## src/rtl/parking_lane_arbiter.sv

```systemverilog
// parking_lane_arbiter: shares one parking gate controller among LANES lanes
// (exits before entries, round-robin within each class). Rev 1.0
`default_nettype none

module parking_lane_arbiter #(
  parameter int LANES       = 4,
  parameter int PASS_W      = 8,
  parameter int WAIT_CYCLES = 3
) (
  input  logic                    clk,
  input  logic                    reset,
  input  logic [LANES-1:0]        lane_enter,
  input  logic [LANES-1:0]        lane_exit,
  input  logic [LANES*PASS_W-1:0] lane_passcode,
  output logic                    ctl_enter_req,
  output logic                    ctl_exit_req,
  output logic [PASS_W-1:0]       ctl_passcode,
  input  logic                    ctl_entry_gate_open,
  input  logic                    ctl_exit_gate_open,
  output logic [LANES-1:0]        lane_done,
  output logic [LANES-1:0]        lane_ok,
  output logic                    busy
);

  localparam int LW = (LANES > 1) ? $clog2(LANES) : 1;
  localparam logic [2:0] WAIT_LAST = 3'(WAIT_CYCLES - 1);

  localparam logic [1:0] S_IDLE   = 2'd0;
  localparam logic [1:0] S_ISSUE  = 2'd1;
  localparam logic [1:0] S_WAIT   = 2'd2;
  localparam logic [1:0] S_REPORT = 2'd3;

  logic [1:0]        state;
  logic [LANES-1:0]  enter_pend;
  logic [LANES-1:0]  exit_pend;
  logic [PASS_W-1:0] pass_store [LANES];
  logic [LW-1:0]     ptr;
  logic [LW-1:0]     gnt_lane;
  logic              gnt_exit;
  logic              opened;
  logic [2:0]        wait_cnt;

  logic              any_exit;
  logic              any_enter;
  logic [LANES-1:0]  req_vec;
  logic              found;
  logic [LW-1:0]     sel;
  logic [LW-1:0]     cand;
  int                idx;
  logic              grant;
  logic [LANES-1:0]  sel_onehot;
  logic [LANES-1:0]  gnt_onehot;
  logic [LANES-1:0]  clr_enter;
  logic [LANES-1:0]  clr_exit;
  logic              gate_match;

  // Round-robin search starts one past the last granted lane.
  always_comb begin
    any_exit  = |exit_pend;
    any_enter = |enter_pend;
    req_vec   = any_exit ? exit_pend : enter_pend;
    found     = 1'b0;
    sel       = '0;
    cand      = '0;
    idx       = 0;
    for (int k = 1; k <= LANES; k++) begin
      idx = int'(ptr) + k;
      if (idx >= LANES) idx = idx - LANES;
      cand = LW'(idx);
      if (!found && req_vec[cand]) begin
        found = 1'b1;
        sel   = cand;
      end
    end
  end

  assign grant      = (state == S_IDLE) && (any_exit || any_enter);
  assign sel_onehot = LANES'(1) << sel;
  assign gnt_onehot = LANES'(1) << gnt_lane;
  assign clr_exit   = (grant && any_exit)  ? sel_onehot : '0;
  assign clr_enter  = (grant && !any_exit) ? sel_onehot : '0;
  assign gate_match = gnt_exit ? ctl_exit_gate_open : ctl_entry_gate_open;

  always_ff @(posedge clk) begin
    if (reset) begin
      state         <= S_IDLE;
      enter_pend    <= '0;
      exit_pend     <= '0;
      ptr           <= LW'(LANES - 1);
      gnt_lane      <= '0;
      gnt_exit      <= 1'b0;
      opened        <= 1'b0;
      wait_cnt      <= '0;
      ctl_enter_req <= 1'b0;
      ctl_exit_req  <= 1'b0;
      ctl_passcode  <= '0;
      lane_done     <= '0;
      lane_ok       <= '0;
      busy          <= 1'b0;
      for (int i = 0; i < LANES; i++) pass_store[i] <= '0;
    end else begin
      // A pulse landing on the grant edge re-queues: the set wins over the clear.
      enter_pend <= (enter_pend & ~clr_enter) | lane_enter;
      exit_pend  <= (exit_pend  & ~clr_exit)  | lane_exit;
      for (int i = 0; i < LANES; i++) begin
        if (lane_enter[i] && (!enter_pend[i] || clr_enter[i]))
          pass_store[i] <= lane_passcode[i*PASS_W +: PASS_W];
      end
      lane_done <= '0;
      lane_ok   <= '0;

      case (state)
        S_IDLE: begin
          if (grant) begin
            ptr           <= sel;
            gnt_lane      <= sel;
            gnt_exit      <= any_exit;
            ctl_enter_req <= !any_exit;
            ctl_exit_req  <= any_exit;
            ctl_passcode  <= any_exit ? '0 : pass_store[sel];
            busy          <= 1'b1;
            state         <= S_ISSUE;
          end
        end
        S_ISSUE: begin
          ctl_enter_req <= 1'b0;
          ctl_exit_req  <= 1'b0;
          opened        <= 1'b0;
          wait_cnt      <= '0;
          state         <= S_WAIT;
        end
        S_WAIT: begin
          opened   <= opened | gate_match;
          wait_cnt <= wait_cnt + 3'd1;
          if (wait_cnt == WAIT_LAST) begin
            lane_done <= gnt_onehot;
            lane_ok   <= (opened | gate_match) ? gnt_onehot : '0;
            state     <= S_REPORT;
          end
        end
        S_REPORT: begin
          busy  <= 1'b0;
          state <= S_IDLE;
        end
        default: state <= S_IDLE;
      endcase
    end
  end

endmodule

`default_nettype wire

```

## config.mk

```make
export PLATFORM = sky130hd
export DESIGN_NAME = parking_lane_arbiter
export DESIGN_NICKNAME = d
export VERILOG_FILES = /design/src/rtl/parking_lane_arbiter.sv
export SDC_FILE = /design/constraint.sdc
export NUM_CORES = 1
export LEC_CHECK = 0
export ABC_AREA = 1
export BUFFER_PORTS_ARGS = -buffer_cell sky130_fd_sc_hd__buf_2
export CAP_MARGIN = 10
export CORE_ASPECT_RATIO = 1.4
export CORE_MARGIN = 2
export CORE_UTILIZATION = 41
export DETAILED_ROUTE_END_ITERATION = 6
export HOLD_SLACK_MARGIN = 0.05
export SYNTH_ARGS = -nofsm -noshare
export SYNTH_HDL_FRONTEND = slang
export SYNTH_SLANG_ARGS = --single-unit
```

## constraint.sdc

```tcl
create_clock -name clk -period 2.7 [get_ports clk]
set_input_delay 0.405 -clock clk [delete_from_list [all_inputs] [get_ports clk]]
set_output_delay 0.405 -clock clk [all_outputs]
set_load 0.01 [all_outputs]
```

**After elaboration in Yosys (flattened, before gate mapping)**

Memories as Yosys holds them, arrays and structs flattened.
Index checks and enable logic that the tools add are counted.

- Add/sub/neg operators: 9
- Order comparisons: 8
- Equal/unequal tests: 6
- Shifts and indexed selects: 2
- Muxes and demuxes: 53
- Bitwise gates (word level): 14
- Reductions and logical operators: 35

Operators by type and width:

| kind | count |
|---|---|
| $mux 8 | 5 |
| $mux 1 | 25 |
| $mux 2 | 10 |
| $lt 2x3->1 const B | 4 |
| $mux 4 | 3 |
| $reduce_or 4->1 | 3 |
| $logic_and 1x1->1 | 10 |
| $ge 3x3->1 const B | 3 |
| $and 4x4->4 | 2 |
| $bmux 1 s2 | 4 |
| $logic_not 1->1 | 8 |
| $not 4->4 | 2 |
| $or 4x4->4 | 2 |
| $pmux 1 s2 | 4 |
| $pmux 2 s4 | 1 |
| $reduce_and 2->1 | 4 |
| $shl 1x2->4 const A | 2 |
| $sub 2x1->2 const B | 4 |
| $add 2x2->3 const B | 2 |
| $pmux 3 s2 | 1 |
| $reduce_bool 2->1 | 3 |
| $logic_or 1x1->1 | 5 |
| $or 1x1->1 | 5 |
| $add 2x3->4 const B | 1 |
| 10 further kinds | 14 |

- Register bits: 38
- Bits in writable memories: 32
- Input port bits: 44
- Logic and storage cells: 142
- Memories kept: 1

Memories:

| name | depth | width | rd ports | clocked after Yosys merged registers in | write ports | RTL line | RTL |
|---|---|---|---|---|---|---|---|
| pass_store | 4 | 8 | 1 | 0 | 4 | 36 | `logic [PASS_W-1:0] pass_store [LANES];` |

**Depth between registers and ports, before layout**

- Word-level depth: 23
- Mapped depth: 17
- Gate-level depth less buffers: 16

**Worst setup path before layout**

OpenSTA, ideal clock, no wires.

- Kind: reg2reg
- Start point: reg ptr[0]
- End point: mem pass_store[3][0] (enable)
- Data arrival time: 1825 ps
- Data required time: 2371 ps
- Slack: 547 ps
- Stages on the path, launching flop included: 13
- Cell sequence: dfxtp_1 buf_6 xnor2_2 inv_2 nand3_1 nand2_1 nor2_2 nand3_1 nand3_2 nand2_1 o21ai_2 nand2_1 nand2_1

RTL lines:

| what | RTL line | RTL |
|---|---|---|
| start: declaration | 37 | `logic [LW-1:0] ptr;` |
| start signal: assignment | 89 | `ptr <= LW'(LANES - 1);` |
| start signal: assignment | 115 | `ptr <= sel;` |
| end: declaration | 36 |  |

==> results.sh <==
export IMPL_syn2layout_area_growth_pct=21.3
export IMPL_antenna_cells=0
export IMPL_p_leak_nw=2.04
export IMPL_seq_power_share_pct=30.9
export IMPL_gp_congestion=0.841
export IMPL_p_comb_share_pct=43.0
export IMPL_finalCritPeriodShare_pct=90.4
export IMPL_critPathKind="reg -> reg"
export IMPL_cts_root_buf="clkbuf_16"
export IMPL_hold_buffers=0
export IMPL_vdd_drop_max_v=0.000583
export IMPL_sw_frac_of_total_pct=40.9
export IMPL_fin_worst_skew_ns=0.00586
export IMPL_drt_total_wl_um=7670
export IMPL_met2_usage_pct=30.6
export IMPL_synth_top_area_share_pct=27.6
export IMPL_relSlewSlack_pct=50.2
export IMPL_setup_viol=0
export IMPL_end_kind="register"
export IMPL_grt_pass1_vias=2840
export IMPL_pin_count=63
export IMPL_postLayoutSetupSlackWorst_ns=0.259
export IMPL_syn_inst=423
export IMPL_clockBufferDepth=2
export IMPL_layout_commonest_cell="nand2_1"
export IMPL_dp_hpwl_um=5810
export IMPL_max_stage_delay_ns=0.32
export IMPL_port_buffers=62
export IMPL_drtIter0Drc=127
export IMPL_mappedNetlistArea_um2=3480
export IMPL_tightest_slew_ns=0.747
export IMPL_final_core_util_pct=51.5
export IMPL_post_drt_via_cell_ratio=4.73
export IMPL_start_util_pct=42.4
export IMPL_synth_warnings=0
export IMPL_rows=39
export IMPL_worst_path_buf_inv=0
export IMPL_critPathSlowestCell="dfxtp_1"
export IMPL_drc=0
export IMPL_crit_chain="nor2_2 > nand3_1 > nand3_1 > nand3_2 > nand2_2 > nor2_1 > a21boi_2 > nand3_2 > nor2_1 > nand2_1 > nand2_2 > nand2_1 > nand2_1"
export IMPL_worstPathMaxFanout=8
export IMPL_crit_family="simple AND/OR/NAND/NOR gates"
export IMPL_stdcell_count=599
export IMPL_cts_tree="yes"
export IMPL_slew_viol_final=0
export IMPL_gr_usage_met3_pct=4.15
export IMPL_grt_pass1_wl_um=13000
export IMPL_die_h_um=113
export IMPL_fin_tns_setup_ns=0
export IMPL_nNetsFinal=543
export IMPL_gr_usage_all_layers_pct=18.6
export IMPL_ys_types=29
export IMPL_dp_cells=583
export IMPL_path_clk_slew_ns=0.05
export IMPL_gr_total_overflow=0
export IMPL_antenna_found_initial=0
export IMPL_first_pass_iters=4
export IMPL_numCtsBuffers=9
export IMPL_dieArea_um2=9250
export IMPL_status="finished, final reports clean"
export IMPL_dp_slack_ns=0.195
export IMPL_drv_cap=0
export IMPL_ys_ff_latch=70
export IMPL_start_kind="register"
export IMPL_fin_hold_ws_ns=0.300
export IMPL_cpMostUsedCell="nand2_1"
export IMPL_p_per_area_nw_per_um2=1060
export IMPL_ys_seq_area_share_pct=49.5
export IMPL_vias=2832
export IMPL_max_freq_ghz=0.410
export IMPL_clock_power_share_pct=26.1
export IMPL_wire_per_inst_um=12.8
export IMPL_cts_sinks=70
export IMPL_drive_gt1_share_pct=27.0
export IMPL_switchingPower_mw=1.83
export IMPL_synth_area_per_cell_um2=8.23
export IMPL_rsz0062_at_grt="false"
export IMPL_synth_largest_area_cell="edfxtp_1"
export IMPL_cell_internal_pwr_mw=2.64
export IMPL_synth_area_leaders="edfxtp_1 (28%), dfxtp_1 (22%), nand2_1 (11%), nand3_1 (7.2%), inv_1 (6.4%)"
export IMPL_finalHoldViolCount=0
export IMPL_use_met1_pct=22.0
export IMPL_cp_data_arrival_time_ns=2.43
export IMPL_grt_max_degree=25
export IMPL_antenna_left=0
export IMPL_hold_path_class="in -> reg"
export IMPL_grt_busiest_layer="met2"
export IMPL_finalCriticalPeriod_ns=2.44
export IMPL_die_width_um=81.9
export IMPL_cp_required_ns=2.69
export IMPL_htree_levels=3
export IMPL_worstSkewPairLatency_ns=0.33
export IMPL_syn_nets=474
export IMPL_coreArea_um2=8200
export IMPL_mostFrequentLayoutCells="nand2_1 (96), buf_2 (62), inv_1 (59)"
[worst register-to-register path: stages (launching register included)]
cell and delay (ns):
dfxtp_1 0.32, nor2_2 0.20, nand3_1 0.14, nand3_1 0.13, nand3_2 0.09, nand2_2 0.13
nor2_1 0.09, a21boi_2 0.13, nand3_2 0.18, nor2_1 0.19, nand2_1 0.09, nand2_2 0.10
nand2_1 0.06, nand2_1 0.25
[Yosys cell counts (all sizes together)]
cell type / instances
a21boi: 1
buf: 7
inv: 63
ha: 7
a211oi: 2
dfxtp: 38
o211ai: 2
xnor2: 1
clkbuf: 5
o21ai: 10
nand3: 57
nor2: 52
a21oi: 26
edfxtp: 32
nand2: 107
nand3b: 1
nor3: 12
[metrics by stage]
| stage | area, µm² | power (mW) |
|---|---|---|
| final | 4220 | 4.47 |
| after global routing | 4220 | 4.84 |
| after CTS | 4220 | 4.51 |
| after detailed placement | 3910 | 3.33 |
| after global placement | 3910 | 3.32 |
| after floorplan | 3480 | 2.88 |
[cell families (layout without fill, tap and decap cells)]
kind of cell | after synthesis | in the layout | synth area share (%)
and+or+nand+nor | 229 | 229 | 32.0
xor gates and xnor gates | 1 | 1 | 0.468
adders and majority gates | 7 | 7 | 2.52
AOI/OAI and AO/OA | 41 | 41 | 6.80
buffers and inverters | 75 | 149 | 8.77
DFF | 70 | 70 | 49.5
[power groups by stage]
| stage | logic (mW) | clock network [mW] | registers [mW] |
|---|---|---|---|
| floorplan | 1.51 | 0 | 1.37 |
| global placement | 1.92 | 0 | 1.40 |
| detailed placement | 1.93 | 0 | 1.40 |
| CTS | 1.94 | 1.19 | 1.38 |
| global route | 2.21 | 1.23 | 1.40 |
| finish | 1.92 | 1.17 | 1.38 |
[path summary, 6_finish.rpt]
kind                            depth (start not counted)  slack, ns                              to                       from
worst max-delay path                                   13       0.26  pass_store[0][7]$_SDFFCE_PN0P_    exit_pend[0]$_SDFF_PP0_
worst min-delay path                                    3       0.30         exit_pend[1]$_SDFF_PP0_               lane_exit[1]
worst min register to register                          2       0.46       ctl_exit_req$_SDFFE_PP0P_  ctl_exit_req$_SDFFE_PP0P_
worst max register to register                         13       0.26  pass_store[0][7]$_SDFFCE_PN0P_    exit_pend[0]$_SDFF_PP0_
[sequential cells by signal, indices dropped and copies added, names as in the netlist]
signal         cells
busy               1
exit_pend          4
wait_cnt           3
opened             1
ctl_exit_req       1
ptr                2
state              2
ctl_passcode       8
enter_pend         4
lane_done          4
lane_ok            4
gnt_lane           2
ctl_enter_req      1
gnt_exit           1
pass_store        32
[timing repair]
item                                    in CTS  in global routing
endpoints found under the setup margin       0                 16
gates resized for setup                      0                  3
buffers inserted                             0                  0
[area by class of cell]
class                           instances  area [µm²]
Clock buffer                           14         294
Tap cell                              102         128
Sequential cell                        70        1720
Inverter                               63         236
Timing Repair Buffer                   70         370
Multi-Input combinational cell        278        1460
Fill cell                             804        3980
Clock inverter                          2        12.5
[per-layer routing]
layer / share of wire (%) / vias up / wire (µm)
met5: 0 / - / 0
met4: 1.6 / 0 / 119
met3: 4.1 / 10 / 312
li1: - / 1495 / -
met2: 53 / 64 / 4070
met1: 41 / 1263 / 3170
Note: power is estimated with default switching activity, not from simulation.
